### config.mk
export PLATFORM = sky130hd
export DESIGN_NAME = fp_div
export DESIGN_NICKNAME = d
export VERILOG_FILES = /design/src/rtl/fp_div.sv
export SDC_FILE = /design/constraint.sdc
export NUM_CORES = 1
export LEC_CHECK = 0
export CAP_MARGIN = 20
export CORE_MARGIN = 3
export CORE_UTILIZATION = 50
export CTS_CLUSTER_SIZE = 16
export DETAILED_ROUTE_END_ITERATION = 6
export PLACE_DENSITY = 0.73
export RECOVER_POWER = 25
export SLEW_MARGIN = 15
export SYNTH_ARGS = -nofsm -noshare
export SYNTH_HDL_FRONTEND = slang
export SYNTH_SLANG_ARGS = --single-unit
### constraint.sdc
create_clock -name clk -period 3.45 [get_ports clk]
set_clock_uncertainty 0.15 [all_clocks]
set_input_delay 0.69 -clock clk [delete_from_list [all_inputs] [get_ports clk]]
set_output_delay 0.69 -clock clk [all_outputs]
set_load 0.05 [all_outputs]
### src/rtl/fp_div.sv
// Multi-cycle IEEE-754 binary32 divider: one quotient bit per cycle by restoring division,
// truncating rounding, flushed denormals, and adder-compatible neg/zero/carry/overflow flags.
module fp_div (
  input  logic        clk,
  input  logic        reset,
  input  logic        start,
  input  logic [31:0] a,
  input  logic [31:0] b,
  output logic        busy,
  output logic        done,
  output logic [31:0] result,
  output logic        neg,
  output logic        zero,
  output logic        carry,
  output logic        overflow
);

  typedef enum logic [1:0] {IDLE, CALC, NORM} state_t;

  state_t            state;
  logic [4:0]        cnt;
  logic [24:0]       rem;
  logic [23:0]       dv;
  logic [24:0]       q;
  logic signed [9:0] exp_r;
  logic              s_r;

  logic [7:0]  ea;
  logic [7:0]  eb;
  logic [23:0] ma;
  logic [23:0] mb;
  logic        s_in;

  assign s_in = a[31] ^ b[31];
  assign ea   = a[30:23];
  assign eb   = b[30:23];
  assign ma   = {1'b1, a[22:0]};
  assign mb   = {1'b1, b[22:0]};

  // rem < 2*dv always holds, so a successful subtraction leaves less than dv (< 2^24).
  logic        rem_ge;
  logic [23:0] rem_diff;

  assign rem_ge   = rem >= {1'b0, dv};
  assign rem_diff = rem[23:0] - dv;

  logic signed [9:0] exp_n;
  logic [22:0]       man_n;
  logic [33:0]       pack_n;

  assign exp_n = q[24] ? exp_r : exp_r - 10'sd1;
  assign man_n = q[24] ? q[23:1] : q[22:0];

  // Returns {overflow, zero, result}; out-of-range exponents saturate to infinity or zero.
  function automatic logic [33:0] sat_pack(input logic sgn,
                                           input logic signed [9:0] e,
                                           input logic [22:0] m);
    logic [33:0] r;
    if (e >= 10'sd255)
      r = {1'b1, 1'b0, sgn, 8'hFF, 23'd0};
    else if (e <= 10'sd0)
      r = {1'b0, 1'b1, sgn, 31'd0};
    else
      r = {2'b00, sgn, e[7:0], m};
    return r;
  endfunction

  assign pack_n = sat_pack(s_r, exp_n, man_n);

  always_ff @(posedge clk or negedge reset) begin
    if (!reset) begin
      state    <= IDLE;
      cnt      <= '0;
      rem      <= '0;
      dv       <= '0;
      q        <= '0;
      exp_r    <= '0;
      s_r      <= 1'b0;
      busy     <= 1'b0;
      done     <= 1'b0;
      result   <= '0;
      neg      <= 1'b0;
      zero     <= 1'b0;
      carry    <= 1'b0;
      overflow <= 1'b0;
    end else begin
      done <= 1'b0;
      case (state)
        // IDLE: accept, resolve zero operands immediately, else load the divider
        IDLE: begin
          if (start) begin
            if (ea == 8'd0 && eb == 8'd0) begin
              result   <= 32'h7FC0_0000;
              neg      <= 1'b0;
              zero     <= 1'b0;
              carry    <= 1'b0;
              overflow <= 1'b1;
              done     <= 1'b1;
            end else if (eb == 8'd0) begin
              result   <= {s_in, 8'hFF, 23'd0};
              neg      <= s_in;
              zero     <= 1'b0;
              carry    <= 1'b0;
              overflow <= 1'b1;
              done     <= 1'b1;
            end else if (ea == 8'd0) begin
              result   <= {s_in, 31'd0};
              neg      <= s_in;
              zero     <= 1'b1;
              carry    <= 1'b0;
              overflow <= 1'b0;
              done     <= 1'b1;
            end else begin
              rem   <= {1'b0, ma};
              dv    <= mb;
              q     <= '0;
              exp_r <= $signed({2'b00, ea}) - $signed({2'b00, eb}) + 10'sd127;
              cnt   <= 5'd24;
              s_r   <= s_in;
              busy  <= 1'b1;
              state <= CALC;
            end
          end
        end
        // CALC: 25 restoring iterations produce floor((ma << 24) / mb)
        CALC: begin
          if (rem_ge) begin
            q   <= {q[23:0], 1'b1};
            rem <= {rem_diff, 1'b0};
          end else begin
            q   <= {q[23:0], 1'b0};
            rem <= {rem[23:0], 1'b0};
          end
          if (cnt == 5'd0)
            state <= NORM;
          else
            cnt <= cnt - 5'd1;
        end
        // NORM: one-bit normalise, saturate, publish
        NORM: begin
          result   <= pack_n[31:0];
          overflow <= pack_n[33];
          zero     <= pack_n[32];
          neg      <= s_r;
          carry    <= (rem != 25'd0) || (q[24] && q[0]);
          done     <= 1'b1;
          busy     <= 1'b0;
          state    <= IDLE;
        end
        default: state <= IDLE;
      endcase
    end
  end

endmodule

==> key figures <==
Setup path
  • Number of cells on the worst reg-to-reg path: 9
  • Critical path startpoint category: primary input
  • Worst reg2reg path startpoint: rem[1]$_DFFE_PN0P_
  • Cell occurring most often along the worst timing path: sky130_fd_sc_hd__a21o_1
  • Critical path cell sequence: clkdlybuf4s50_1 > ha_1 > inv_1 > fa_1 > a21o_1 > a21oi_2 > xnor2_1 > a21oi_1 > o21ai_1 > or3b_1 > a2111oi_2 > a21o_1
  • Reg-to-reg endpoint: rem[16]$_DFFE_PN0P_
  • WS Path Type: in2reg
  • Max FO, Critical Path: 3
  • Slowest stage cell, crit path: sky130_fd_sc_hd__clkdlybuf4s50_1
  • CP arrival: 3440 ps
  • Reg-to-reg slack, setup: approximately 310 ps
  • Required time at the endpoint of the critical path: approximately 3700 ps
  • Worst stage delay on the critical path: between 400 and 500 ps
  • Critical path capture point type: register

Power
  • Leak Pwr: between 4 and 5 nW
  • Total chip power: between 10 and 15 mW
  • Internal power of the cells: 6.08 mW
  • Part of the power in the clock network: between 10% and 20%
  • Switching share of total power: between 40 and 50%
  • Combinational group share of total power: about 58%
  • Worst supply voltage drop on vdd: roughly 0.65 mV
  • Power share of the sequential group: ~25%
  • PwrDens: approximately 1100 nW/µm²
  • P_sw: 5.08 mW

Synthesis
  • Most used flip-flop cell after synthesis: sky130_fd_sc_hd__dfrtp_1
  • Count of mapped cells out of synthesis: approximately 830
  • Number of flops mapped to enable cells by yosys: 0
  • Yosys cell types: just over 70
  • Number of nets in the synthesized netlist: approximately 930
  • Fraction of synthesis flops using an asynchronous set or reset pin: 100%
  • Average size of a mapped cell: between 9 and 10 µm²
  • Synth Register Bits: approximately 130
  • Total number of yosys warnings: 0
  • Sequential-to-total area share from yosys stat: about two fifths
  • Post-Synthesis Cell Area: about 7900 µm²

Timing
  • Final-report hold violation count: 0
  • Setup-violating endpoint count in the final report: 0
  • Final Critical Period: ~3200 ps
  • Actual transition at the worst max-transition pin: approximately 1800 ps
  • Final cycle utilization of the critical path: a little over nine tenths
  • Final worst slack: between 200 and 250 ps
  • Achievable frequency: ~0.31 GHz
  • Setup TNS after final layout: 0 ps
  • Remaining max-slew budget at the tightest pin: -16.7%
  • Setup repair after global routing missed its margin: no
  • Count of pins over their slew limit: 69
  • Worst hold-check slack: roughly 300 ps

Finish
  • Post-layout nets: around 1000
  • Highest-count cells in the layout ignoring fill and taps: sky130_fd_sc_hd__dfrtp_1 (129), sky130_fd_sc_hd__clkdlybuf4s50_1 (103), sky130_fd_sc_hd__nand2_1 (67)
  • # diodes: 0
  • Final core area utilization: approximately 64%
  • Most common cell after layout, fill and taps aside: sky130_fd_sc_hd__dfrtp_1
  • Final-layout fill cell count: 1312
  • Final Instance Area: around 9800 µm²
  • Area growth, synth to finish: 24.2%
  • Final instance count without filler cells: approximately 1200
  • Fraction of final layout cells with drive strength greater than 1: about an eighth

Clocking
  • TritonCTS buffer count: 17
  • Cell at the root of the clock tree: sky130_fd_sc_hd__clkbuf_16
  • Count of H-tree levels built during CTS: 4
  • Clock latency at the later pin of the worst-skew pair: around 420 ps
  • Setup fix buffers added after clock tree synthesis: 0
  • Clock transition at the registers of the reported paths: roughly 60 ps
  • Sinks on the clock net: around 130
  • Clock buffer depth: 2
  • TritonCTS clock tree: done

Floorplan
  • Floorplan die area: 17300 µm²
  • Vertical die dimension: approximately 130 µm
  • Standard cell core area: about 15000 µm²
  • Die extent in x: around 130 µm
  • Count of boundary I/O pins: about 110
  • Initial Util: between 50 and 60%
  • Number of rows in the core area: 45

Detailed routing
  • Number of vias after detailed routing: between 6000 and 7000
  • Pre-antenna DRT Iters: 5
  • Total wirelength of the detailed-routed design: 18900 µm
  • Mean number of vias per cell: 5.75
  • Drt wl/cell: roughly 16 µm
  • Count of antenna-violating nets left after detailed routing: 0
  • Remaining DRCs: 0
  • Iteration-0 DRC count of the detailed router: roughly 450

Hold path
  • Min-delay worst type: reg2reg
  • Hold Path Depth: 2
  • Source of the worst hold timing path: dv[23]$_DFFE_PN0P_
  • Endpoint with the worst hold slack: dv[23]$_DFFE_PN0P_

Placement
  • Placed Cells incl. Taps: 1121
  • Area after detailed placement: between 9000 and 10000 µm²
  • Number of buffers added on ports: roughly 100
  • DP Worst Slack: -239 ps
  • Half-perimeter wire length after placement: around 14000 µm
  • Routability Congestion: between 0.9 and 1

Run
  • Max-capacitance violation count: 1

GRT
  • Number of global-route vias before repair: 6405
  • Gr ovfl total: 0
  • Global-route wire length before repair: 31700 µm
  • Total global routing track utilization: about 22%
  • Initial antenna violation count: 0
  • Largest net degree at the start of global routing: 70

Outcome
  • Failing checks: capacitance limit, slew limit
  • Result of the run: finished with violations
-- worst max path at each step --
stage / from / endpoint / cells past startpoint
floorplan: a[23] / exp_r[9]$_DFFE_PN0P_ / 12
global placement: b[23] / exp_r[9]$_DFFE_PN0P_ / 12
detailed placement: b[23] / exp_r[9]$_DFFE_PN0P_ / 12
CTS: b[23] / exp_r[9]$_DFFE_PN0P_ / 12
global route: b[23] / exp_r[9]$_DFFE_PN0P_ / 12
finish: b[23] / exp_r[9]$_DFFE_PN0P_ / 12
-- power groups by stage --
stage	Sequential, mW	Combinational (mW)	Clock [mW]
6_report	2.80	6.47	1.88
5_1_grt	2.90	7.11	1.98
4_1_cts	2.80	6.44	1.90
3_5_place_dp	2.81	6.40	0
3_3_place_gp	2.80	6.31	0
2_1_floorplan	3.25	4.38	0
-- layout make-up --
type,instances,area (µm²),area share [%]
clock buffer,19,443,4.52
clock inverter,13,173,1.76
inverter,48,180,1.84
multi-input combinational,606,4290,43.7
sequential,129,3230,32.9
tap,211,264,2.69
timing repair buffer,127,1230,12.5
-- flip-flops by register name (all words and copies together), names as in the netlist --
| signal | count |
|---|---|
| result | 32 |
| q | 25 |
| rem | 25 |
| dv | 24 |
| exp_r | 10 |
| cnt | 5 |
| state | 2 |
| busy | 1 |
| carry | 1 |
| done | 1 |
| overflow | 1 |
| s_r | 1 |
| zero | 1 |
-- repair_timing --
action | CTS | global route
endpoints found under the setup margin | 0 | 1
hold buffers | 0 | 0
resized for setup | 0 | 2
-- per-layer routing --
metal	GRT usage (%)	vias to the layer above	part of all wire, %	wire length [µm]
met1	30.1	3196	46	8720
met5	0	-	0	0
met2	35.8	180	48	8990
met4	6.71	0	1.8	339
met3	4.06	28	4.3	814
li1	-	3226	-	-
-- synth_stat cells, types with 8 or more instances --
library cell	n	area, µm²
sky130_fd_sc_hd__a22o_1	25	219
sky130_fd_sc_hd__a31oi_1	8	50.1
sky130_fd_sc_hd__a21oi_1	38	190
sky130_fd_sc_hd__o21ai_2	21	184
sky130_fd_sc_hd__o21ai_0	42	210
sky130_fd_sc_hd__nand4_1	10	62.6
sky130_fd_sc_hd__dfrtp_1	129	3230
sky130_fd_sc_hd__xor2_1	15	131
sky130_fd_sc_hd__a21o_1	12	90.1
sky130_fd_sc_hd__or3_1	9	56.3
sky130_fd_sc_hd__xnor2_1	21	184
sky130_fd_sc_hd__nand2_1	67	251
sky130_fd_sc_hd__ha_1	36	450
sky130_fd_sc_hd__inv_1	48	180
sky130_fd_sc_hd__mux2i_1	36	360
sky130_fd_sc_hd__nor4_1	14	87.6
sky130_fd_sc_hd__nor3_1	23	115
sky130_fd_sc_hd__nand3_1	23	115
sky130_fd_sc_hd__and3_1	9	56.3
sky130_fd_sc_hd__mux2_2	25	282
sky130_fd_sc_hd__nor2_1	54	203
sky130_fd_sc_hd__clkbuf_1	35	131
sky130_fd_sc_hd__o22ai_1	11	68.8
sky130_fd_sc_hd__o211ai_1	9	67.6
-- kinds of logic (layout without fill, tap and decap cells) --
family / Yosys count / in the layout / share of synthesized area (%)
adder cells (fa/ha/maj): 38 / 38 / 6.21
AO/OA/AOI/OAI: 225 / 225 / 20.2
buffers and inverters: 91 / 207 / 4.96
AND/OR/NAND/NOR: 245 / 245 / 15.4
XOR/XNOR: 37 / 37 / 4.20
multiplexers: 61 / 61 / 8.12
flip-flops: 129 / 129 / 40.9
-- critical path, delay by kind of cell --
kind	cells	cell delay (ps)
buffers and inverters	2	540
AND/OR/NAND/NOR	1	420
adder cells (fa/ha/maj)	2	560
XOR/XNOR	1	100
AO/OA/AOI/OAI	6	1120
Note: power is estimated with default switching activity, not from simulation.
